--- config.mk ---
export PLATFORM = sky130hd
export DESIGN_NAME = hsc_membus_ctrl
export DESIGN_NICKNAME = d
export VERILOG_FILES = /design/src/rtl/hsc_membus_pkg.sv /design/src/rtl/hsc_membus_ctrl_timer.sv /design/src/rtl/hsc_membus_ctrl.sv
export SDC_FILE = /design/constraint.sdc
export NUM_CORES = 1
export LEC_CHECK = 0
export BUFFER_PORTS_ARGS = -buffer_cell sky130_fd_sc_hd__buf_2
export CAP_MARGIN = 20
export CORE_AREA = 2 2 201 154
export CTS_BUF_LIST = sky130_fd_sc_hd__clkbuf_2 sky130_fd_sc_hd__clkbuf_4 sky130_fd_sc_hd__clkbuf_8
export DETAILED_ROUTE_END_ITERATION = 6
export DIE_AREA = 0 0 203 156
export SETUP_SLACK_MARGIN = 0.2
export SKIP_LAST_GASP = 1
export SLEW_MARGIN = 20
export SYNTH_ARGS = -nofsm -noshare
export SYNTH_HDL_FRONTEND = slang
export SYNTH_SLANG_ARGS = --single-unit
--- constraint.sdc ---
create_clock -name clk -period 2 [get_ports clk]
set_input_delay 0.4 -clock clk [delete_from_list [all_inputs] [get_ports clk]]
set_output_delay 0.4 -clock clk [all_outputs]
set_load 0.02 [all_outputs]
--- src/rtl/hsc_membus_pkg.sv ---
// Shared types and helpers for the hs32 multiplexed memory-bus controller.
package hsc_membus_pkg;

    typedef enum logic [2:0] {
        IDLE,
        ALE_LO,
        ALE_HI,
        TURN,
        BEAT0,
        BEAT1,
        DONE
    } state_t;

    localparam int unsigned LANE_W = 8;
    localparam int unsigned LANE0  = 0;
    localparam int unsigned LANE1  = 1;
    localparam int unsigned LANE2  = 2;
    localparam int unsigned LANE3  = 3;

    typedef struct packed {
        logic        ale0;
        logic        ale1;
        logic [3:0]  oe;
        logic        wr;
        logic        drive;
        logic [15:0] dout;
        logic        resp;
    } bus_ctl_t;

    // Next data phase after the address phases (or after BEAT0); beats with no enabled lanes are skipped.
    function automatic state_t next_beat(input logic [3:0] bmask, input logic past_beat0);
        if (!past_beat0 && (bmask[LANE1:LANE0] != 2'b00))
            return BEAT0;
        if (bmask[LANE3:LANE2] != 2'b00)
            return BEAT1;
        return DONE;
    endfunction

endpackage

--- src/rtl/hsc_membus_ctrl_timer.sv ---
// Loadable phase down-counter; done is high on the last clock of a phase.
module hsc_phase_timer #(
    parameter int W = 2
) (
    input  logic         clk,
    input  logic         reset_n,
    input  logic         load,
    input  logic [W-1:0] load_val,
    output logic         done
);

    logic [W-1:0] cnt;

    always_ff @(posedge clk or negedge reset_n) begin
        if (!reset_n)
            cnt <= '0;
        else if (load)
            cnt <= load_val;
        else if (cnt != '0)
            cnt <= cnt - 1'b1;
    end

    assign done = (cnt == W'(1));

endmodule

--- src/rtl/hsc_membus_ctrl.sv ---
// External 16-bit multiplexed memory-bus sequencer for the hs32 core.
// Optional macro HSC_MEMBUS_ALE_CACHE_EN skips ALE_HI when addr[31:16] repeats.
module hsc_membus_ctrl #(
    parameter int PHASE_CYC = 2,
    parameter int TURN_CYC  = 1
) (
    input  logic        clk,
    input  logic        reset_n,
    input  logic        req_valid,
    output logic        req_ready,
    input  logic        req_write,
    input  logic [31:0] req_addr,
    input  logic [31:0] req_wdata,
    input  logic [3:0]  req_bmask,
    output logic        resp_valid,
    output logic [31:0] resp_rdata,
    output logic [15:0] bus_out,
    output logic        bus_drive,
    input  logic [15:0] bus_in,
    output logic        ale0,
    output logic        ale1,
    output logic        oe0,
    output logic        oe1,
    output logic        oe2,
    output logic        oe3,
    output logic        wr
);
    import hsc_membus_pkg::*;

    localparam int MAX_CYC = (PHASE_CYC > TURN_CYC) ? PHASE_CYC : TURN_CYC;
    localparam int CW      = $clog2(MAX_CYC + 1);

    if (PHASE_CYC < 1) begin : g_bad_phase
        $error("hsc_membus_ctrl: PHASE_CYC must be >= 1");
    end

    state_t      state, next_state, after_addr;
    logic        accept;
    logic        phase_done, timer_load, ale_skip;
    logic [CW-1:0] timer_val;

    logic [31:0] addr_q, wdata_q, rdata_acc, rdata_nxt;
    logic [3:0]  bmask_q;
    logic        write_q;
    logic [31:0] addr_n, wdata_n;
    logic [3:0]  bmask_n;
    logic        write_n;

    bus_ctl_t    ctl_n, ctl_q;

    assign accept    = req_valid && (state == IDLE);
    assign req_ready = (state == IDLE);

    // Outputs are registered from next-state, so operands must be the values valid after this edge.
    assign addr_n  = accept ? req_addr  : addr_q;
    assign wdata_n = accept ? req_wdata : wdata_q;
    assign bmask_n = accept ? req_bmask : bmask_q;
    assign write_n = accept ? req_write : write_q;

    hsc_phase_timer #(.W(CW)) u_timer (
        .clk      (clk),
        .reset_n  (reset_n),
        .load     (timer_load),
        .load_val (timer_val),
        .done     (phase_done)
    );

    assign timer_load = (next_state != state);
    assign timer_val  = (next_state == TURN) ? CW'(TURN_CYC) : CW'(PHASE_CYC);

`ifdef HSC_MEMBUS_ALE_CACHE_EN
    logic [15:0] hi_tag;
    logic        hi_valid;

    always_ff @(posedge clk or negedge reset_n) begin
        if (!reset_n) begin
            hi_tag   <= '0;
            hi_valid <= 1'b0;
        end else if (state == ALE_LO && next_state == ALE_HI) begin
            hi_tag   <= addr_q[31:16];
            hi_valid <= 1'b1;
        end
    end

    assign ale_skip = hi_valid && (hi_tag == addr_q[31:16]);
`else
    assign ale_skip = 1'b0;
`endif

    // State register
    always_ff @(posedge clk or negedge reset_n) begin
        if (!reset_n)
            state <= IDLE;
        else
            state <= next_state;
    end

    always_comb begin
        after_addr = (!write_q && (TURN_CYC > 0)) ? TURN : next_beat(bmask_q, 1'b0);
    end

    // Next-state logic
    always_comb begin
        next_state = state;
        case (state)
            IDLE:    if (accept) next_state = ALE_LO;
            ALE_LO:  if (phase_done) next_state = ale_skip ? after_addr : ALE_HI;
            ALE_HI:  if (phase_done) next_state = after_addr;
            TURN:    if (phase_done) next_state = next_beat(bmask_q, 1'b0);
            BEAT0:   if (phase_done) next_state = next_beat(bmask_q, 1'b1);
            BEAT1:   if (phase_done) next_state = DONE;
            DONE:    next_state = IDLE;
            default: next_state = IDLE;
        endcase
    end

    // Output logic, evaluated for the state being entered
    always_comb begin
        ctl_n = '0;
        case (next_state)
            ALE_LO: begin
                ctl_n.drive = 1'b1;
                ctl_n.ale0  = 1'b1;
                ctl_n.dout  = addr_n[15:0];
            end
            ALE_HI: begin
                ctl_n.drive = 1'b1;
                ctl_n.ale1  = 1'b1;
                ctl_n.dout  = addr_n[31:16];
            end
            BEAT0: begin
                ctl_n.oe[LANE1:LANE0] = bmask_n[LANE1:LANE0];
                if (write_n) begin
                    ctl_n.drive = 1'b1;
                    ctl_n.wr    = 1'b1;
                    ctl_n.dout  = wdata_n[15:0];
                end
            end
            BEAT1: begin
                ctl_n.oe[LANE3:LANE2] = bmask_n[LANE3:LANE2];
                if (write_n) begin
                    ctl_n.drive = 1'b1;
                    ctl_n.wr    = 1'b1;
                    ctl_n.dout  = wdata_n[31:16];
                end
            end
            DONE:    ctl_n.resp = 1'b1;
            default: ctl_n = '0;
        endcase
    end

    // Read lanes are captured on the last clock of each beat; disabled lanes read as zero.
    always_comb begin
        rdata_nxt = rdata_acc;
        if (!write_q && phase_done) begin
            if (state == BEAT0) begin
                rdata_nxt[LANE0*LANE_W +: LANE_W] = bmask_q[LANE0] ? bus_in[7:0]  : '0;
                rdata_nxt[LANE1*LANE_W +: LANE_W] = bmask_q[LANE1] ? bus_in[15:8] : '0;
            end else if (state == BEAT1) begin
                rdata_nxt[LANE2*LANE_W +: LANE_W] = bmask_q[LANE2] ? bus_in[7:0]  : '0;
                rdata_nxt[LANE3*LANE_W +: LANE_W] = bmask_q[LANE3] ? bus_in[15:8] : '0;
            end
        end
    end

    always_ff @(posedge clk or negedge reset_n) begin
        if (!reset_n) begin
            addr_q     <= '0;
            wdata_q    <= '0;
            bmask_q    <= '0;
            write_q    <= 1'b0;
            rdata_acc  <= '0;
            resp_rdata <= '0;
            ctl_q      <= '0;
        end else begin
            ctl_q <= ctl_n;
            if (accept) begin
                addr_q    <= req_addr;
                wdata_q   <= req_wdata;
                bmask_q   <= req_bmask;
                write_q   <= req_write;
                rdata_acc <= '0;
            end else begin
                rdata_acc <= rdata_nxt;
            end
            if (next_state == DONE && state != DONE)
                resp_rdata <= rdata_nxt;
        end
    end

    assign ale0       = ctl_q.ale0;
    assign ale1       = ctl_q.ale1;
    assign oe0        = ctl_q.oe[LANE0];
    assign oe1        = ctl_q.oe[LANE1];
    assign oe2        = ctl_q.oe[LANE2];
    assign oe3        = ctl_q.oe[LANE3];
    assign wr         = ctl_q.wr;
    assign bus_drive  = ctl_q.drive;
    assign bus_out    = ctl_q.dout;
    assign resp_valid = ctl_q.resp;

endmodule

==> run metrics, run 1 <==
Tot GR Track Use=13.9%; clock skew=0.0181 ns; Die Ht=156 microns; Initial DRC Count=284; main flop type after synthesis=dfrtp_1; Final Util=36.5%; sequential area share after synthesis=60.5%; Clock Path Buffers=2; achievable frequency=501 MHz; gr ovfl total=0; placed cells=1,119; Slowest-stage cell, CP=dfrtp_1; clk root buf=clkbuf_8; dpl hpwl=13,800 microns; via/cell ratio=4.52; Cell Pwr Density=1570 nW/um^2; Design Area, Final=10,800 sq um; Unique masters post-synth=41; RSZ-0062 raised after global routing=true; Final GP Congestion=0.777; drt wl/cell=19.2 microns; CP startpoint kind=register; number of synthesized flops with an enable pin=0; flops & latches, synth=163; chip width=203 microns; post-synthesis cell area=6740 sq um; Routed WL=23,200 microns; die area=31,700 sq um; status=finished, final reports clean; post-route ant nets=0; nets=884; Num CTS Buffers=17; DRC=0; # rows=55; Slew HR=64.0%; MaxCap Viol Count=0; largest net degree at the start of global routing=41; synth warn=0; number of global-route vias before repair=5,624; Hold Crit Class=in2reg; syn nets=653; fin crit share=99.9%; CP bufs+invs=4; Clock Pin Slew Worst Setup and Hold Paths=0.11 ns; CP Cell Sequence=nor4b_4 > buf_6 > buf_6 > a41o_1 > buf_6 > a211oi_4 > buf_12 > a32oi_2 > o31ai_4; Layout area overhead=60.6%; crit path time final=2.00 ns; io pins=146; Final Setup Violations=0; worst setup path category=reg2reg; Slew Limit Fails=0; critical path required time=2.35 ns; Sink Count=163; initial antenna violation count=3; LEAKAGE=4.71 nW; Syn Area/Cell=12.0 sq um; first-pass GRT wire length=33,200 microns; most common library cell in the layout ignoring fill and taps=dfrtp_1; Top delay family on crit path=buffers and inverters; total power=17.0 mW; most used cell, CP=buf_6; Crit path arrival time=2.35 ns; DP Area=8330 sq um; fraction of layout cells with a size suffix above 1=62.8%; worst slew pin tran=0.538 ns; Max stage delay on crit path=0.44 ns; DRT Pass-1 Iters=4; clk_lat worst skew=0.48 ns; Initial Util=22.7%; H-tree depth=4; async set-reset flop share out of synthesis=100%; CP Max Fanout=8; commonest non-fill, non-tap cells in the layout=162 x dfrtp_1, 143 x buf_2, 55 x mux2_2; worst vdd ir=604 uV; Mapped Cells=563; Fin. Hold Viols=0; core area=29,700 sq um; final cell count without fillers=1,209; port bufs=145; TritonCTS clock tree=yes; vias=5,464; Worst Setup End Kind=register
-- cells in the mapped netlist (2+ instances only) --
cell,number,area [sq um]
nand2_1,6,22.5
buf_1,4,15.0
buf_2,19,95.1
nand3_1,3,15.0
a32oi_1,17,149
mux2_2,68,766
o21a_1,2,15.0
nor4b_1,2,17.5
o211ai_1,2,15.0
and3_1,3,18.8
inv_1,6,22.5
nand2b_1,2,12.5
o31ai_1,17,128
nor2b_1,33,206
o21ai_0,4,20.0
ha_1,2,25.0
a21oi_1,51,255
nor2_1,69,259
buf_6,3,33.8
a31oi_1,32,200
dfrtp_1,163,4080
mux2i_1,2,20.0
clkbuf_1,11,41.3
nor3_1,17,85.1
buf_4,6,45.0
and2b_1,4,30.0
-- per-stage QoR --
stage	worst slack, ns	hold WS (ns)	TNS, ns
after floorplan	0.149	0.104	0
after global placement	-0.135	0.369	-2.08
after detailed placement	-0.143	0.371	-1.68
after CTS	0.0293	0.132	0
after global routing	-0.0464	0.143	-0.426
final	0.00255	0.171	0
-- path summary, 6_finish.rpt --
| check | slack, ns | end | cells after the start | start |
|---|---|---|---|---|
| max | 0.003 | bus_out[6] | 9 | state[2] |
| min | 0.17 | wdata_q[30] | 2 | req_wdata[30] |
| max reg2reg | 0.003 | bus_out[6] | 9 | state[2] |
| min reg2reg | 0.51 | addr_q[30] | 1 | addr_q[30] |
| max in group asynchronous | 0.92 | rdata_acc[22] | 3 | reset_n |
| min in group asynchronous | 0.39 | resp_valid | 2 | reset_n |
-- power by group --
| group | internal, mW | switching, mW | leakage [nW] | total (mW) |
|---|---|---|---|---|
| clock | 1.07 | 1.53 | 0.209 | 2.60 |
| combinational | 4.29 | 5.01 | 2.51 | 9.30 |
| sequential | 4.57 | 0.538 | 1.99 | 5.11 |
| total | 9.93 | 7.07 | 4.71 | 17.0 |
-- registers in the layout, indices dropped and copies added (netlist names), 2 cells and up --
register and cells:
addr_q 32, bmask_q 4, bus_out 16, rdata_acc 32, resp_rdata 32, state 3, u_timer.cnt 2, wdata_q 32
-- layout make-up --
class / instances / area [sq um]
fillers: 2793 / 18800
clock inverters: 15 / 181
flip-flops and latches: 163 / 4080
well taps: 399 / 499
diodes: 3 / 7.51
inverters: 7 / 27.5
clock buffers: 17 / 234
multi-input cells: 350 / 3470
repair buffers: 255 / 2320
-- cell families (layout without fill, tap and decap cells) --
| family | Yosys count | count (layout) | synth area share, % |
|---|---|---|---|
| AO/OA/AOI/OAI | 132 | 132 | 12.7 |
| XOR/XNOR | 1 | 1 | 0.130 |
| adder cells (fa/ha/maj) | 2 | 2 | 0.371 |
| buffers and inverters | 50 | 294 | 3.81 |
| flip-flops | 163 | 163 | 60.5 |
| multiplexers | 70 | 70 | 11.7 |
| other | 0 | 3 | 0 |
| AND/OR/NAND/NOR | 145 | 145 | 10.8 |
-- what timing repair did --
item	4_1_cts	5_1_grt
hold buffers	1	0
gates cloned	12	6
pin swaps	18	57
hold endpoints to repair	35	0
resized for setup	129	137
endpoints found under the setup margin	87	92
setup buffers	24	12
-- metal layers --
metal,track usage [%],wire length (microns),up-vias
met5,0,0,-
met4,4.83,286,0
met3,3.11,1030,20
met2,21.2,10900,137
met1,19.5,11000,2827
li1,-,-,2480
Power figures use the tool's default switching activity.
==> inputs of run 2 (changes only) <==
--- a/config.mk
+++ b/config.mk
@@ -5,12 +5,13 @@
 export SDC_FILE = /design/constraint.sdc
 export NUM_CORES = 1
 export LEC_CHECK = 0
-export BUFFER_PORTS_ARGS = -buffer_cell sky130_fd_sc_hd__buf_2
+export BUFFER_PORTS_ARGS = -buffer_cell sky130_fd_sc_hd__buf_4
 export CAP_MARGIN = 20
 export CORE_AREA = 2 2 201 154
 export CTS_BUF_LIST = sky130_fd_sc_hd__clkbuf_2 sky130_fd_sc_hd__clkbuf_4 sky130_fd_sc_hd__clkbuf_8
 export DETAILED_ROUTE_END_ITERATION = 6
 export DIE_AREA = 0 0 203 156
+export GPL_ROUTABILITY_DRIVEN = 0
 export SETUP_SLACK_MARGIN = 0.2
 export SKIP_LAST_GASP = 1
 export SLEW_MARGIN = 20
==> run metrics, run 2 (synthesis gave the netlist of run 1 again) <==
crit path time final=2.05 ns; dpl hpwl=13,600 microns; Reg area=4080 sq um; Fin. Hold Viols=0; vias=5,367; Crit path arrival time=2.43 ns; Cell Pwr Density=1520 nW/um^2; critical path required time=2.38 ns; Layout area overhead=57.6%; depth of the most critical reg-to-reg path=10; LEAKAGE=4.61 nW; R2R Path Start=state[2]; Tot GR Track Use=13.5%; Critical R2R Capture=resp_rdata[9]; footprint of the multi-input gates=3230 sq um; Routed WL=22,100 microns; first-pass GRT wire length=32,200 microns; Hold Crit Class=in2reg; largest net degree at the start of global routing=55; DRC=0; clk root buf=clkbuf_8; Slew Limit Fails=0; worst setup margin=-0.0484 ns; core area=29,700 sq um; RSZ-0062 raised after global routing=true; DP Area=8700 sq um; fin crit share=102%; fraction of layout cells with a size suffix above 1=58.9%; Clock Pin Slew Worst Setup and Hold Paths=0.10 ns; clk_lat worst skew=0.46 ns; Design Area, Final=10,600 sq um; DRT Pass-1 Iters=4; nets=866; clock skew=0.0221 ns; drt wl/cell=18.6 microns; status=complete, but fails checks; most common library cell in the layout ignoring fill and taps=buf_4; post-route ant nets=0; Initial Util=22.7%; MaxCap Viol Count=0; failing checks=setup timing; Clock Path Buffers=2; die area=31,700 sq um; worst vdd ir=553 uV; via/cell ratio=4.51; worst slew pin tran=0.592 ns; io pins=146; R2R Setup Slk=-0.05 ns; Slew HR=60.5%; worst hold start=req_write; Die Ht=156 microns; fill count=2,853; Final Setup Violations=3; CP Max Fanout=6; port bufs=145; commonest non-fill, non-tap cells in the layout=180 x buf_4, 160 x dfrtp_1, 61 x mux2_2; Initial DRC Count=298; total power=16.1 mW; # rows=55; Worst Setup End Kind=register; worst setup path category=reg2reg; H-tree depth=4; gr ovfl total=0; achievable frequency=488 MHz; TritonCTS clock tree=yes; chip width=203 microns; CP startpoint kind=register; Sink Count=163; Critical Path End=resp_rdata[9]; Num CTS Buffers=17; number of global-route vias before repair=5,478; initial antenna violation count=1; Crit. Startpoint=state[2]
-- run 2: per-stage QoR --
step	hold slack (ns)	TNS [ns]	util, %	std cells	worst slack [ns]
after floorplan	0.104	0	-	563	0.149
after global placement	0.428	-0.193	29.3	1117	-0.0397
after detailed placement	0.432	-0.413	29.3	1117	-0.0530
after CTS	0.140	0	33.1	1175	0.0424
after global routing	0.142	-1.73	35.8	1189	-0.156
final	0.183	-0.0498	35.8	1189	-0.0484
-- run 2: cell type report --
type,instances,share of cell area [%]
Sequential cell,163,38.4
Multi-Input combinational cell,350,30.4
Timing Repair Buffer,237,22.4
Tap cell,399,4.70
Clock buffer,18,2.33
Clock inverter,14,1.45
Inverter,7,0.247
Antenna cell,1,0.0236
-- run 2: layer usage --
layer | routed length, microns | share of wire [%] | vias up | global-route usage [%]
li1 | - | - | 2445 | -
met1 | 10200 | 46 | 2763 | 18.4
met2 | 10300 | 46 | 136 | 20.7
met3 | 1260 | 5.7 | 23 | 3.57
met4 | 382 | 1.7 | 0 | 4.45
met5 | 0 | 0 | - | 0
-- run 2: worst min-delay path by stage --
stage,endpoint,cells after the start
final,write_q,3
after global placement,addr_q[6],1
after detailed placement,addr_q[6],1
after global routing,wdata_q[27],2
after floorplan,addr_q[0],0
after CTS,write_q,3
-- run 2: repair_timing --
| action | CTS | global route |
|---|---|---|
| hold endpoints to repair | 49 | 0 |
| gates resized for setup | 73 | 130 |
| buffers inserted | 15 | 9 |
| gates cloned | 10 | 4 |
| pin swaps | 14 | 26 |
| hold buffers | 1 | 0 |
| endpoints found under the setup margin | 85 | 90 |
-- run 2: report_power, final --
part           leakage, nW  internal [mW]  switching [mW]  total, mW
combinational         2.42           4.00            4.48       8.48
sequential            1.99           4.58           0.587       5.16
clock                0.201           1.09            1.42       2.51
total                 4.61           9.66            6.49       16.1
-- run 2: critical path, stage by stage (launching register included) --
cell and delay (ns):
dfrtp_2 0.44, nor3b_1 0.42, o21ai_4 0.11, buf_6 0.14, a21oi_4 0.23, buf_6 0.13
buf_6 0.08, buf_6 0.11, buf_16 0.15, nor2_4 0.04, a21oi_2 0.12
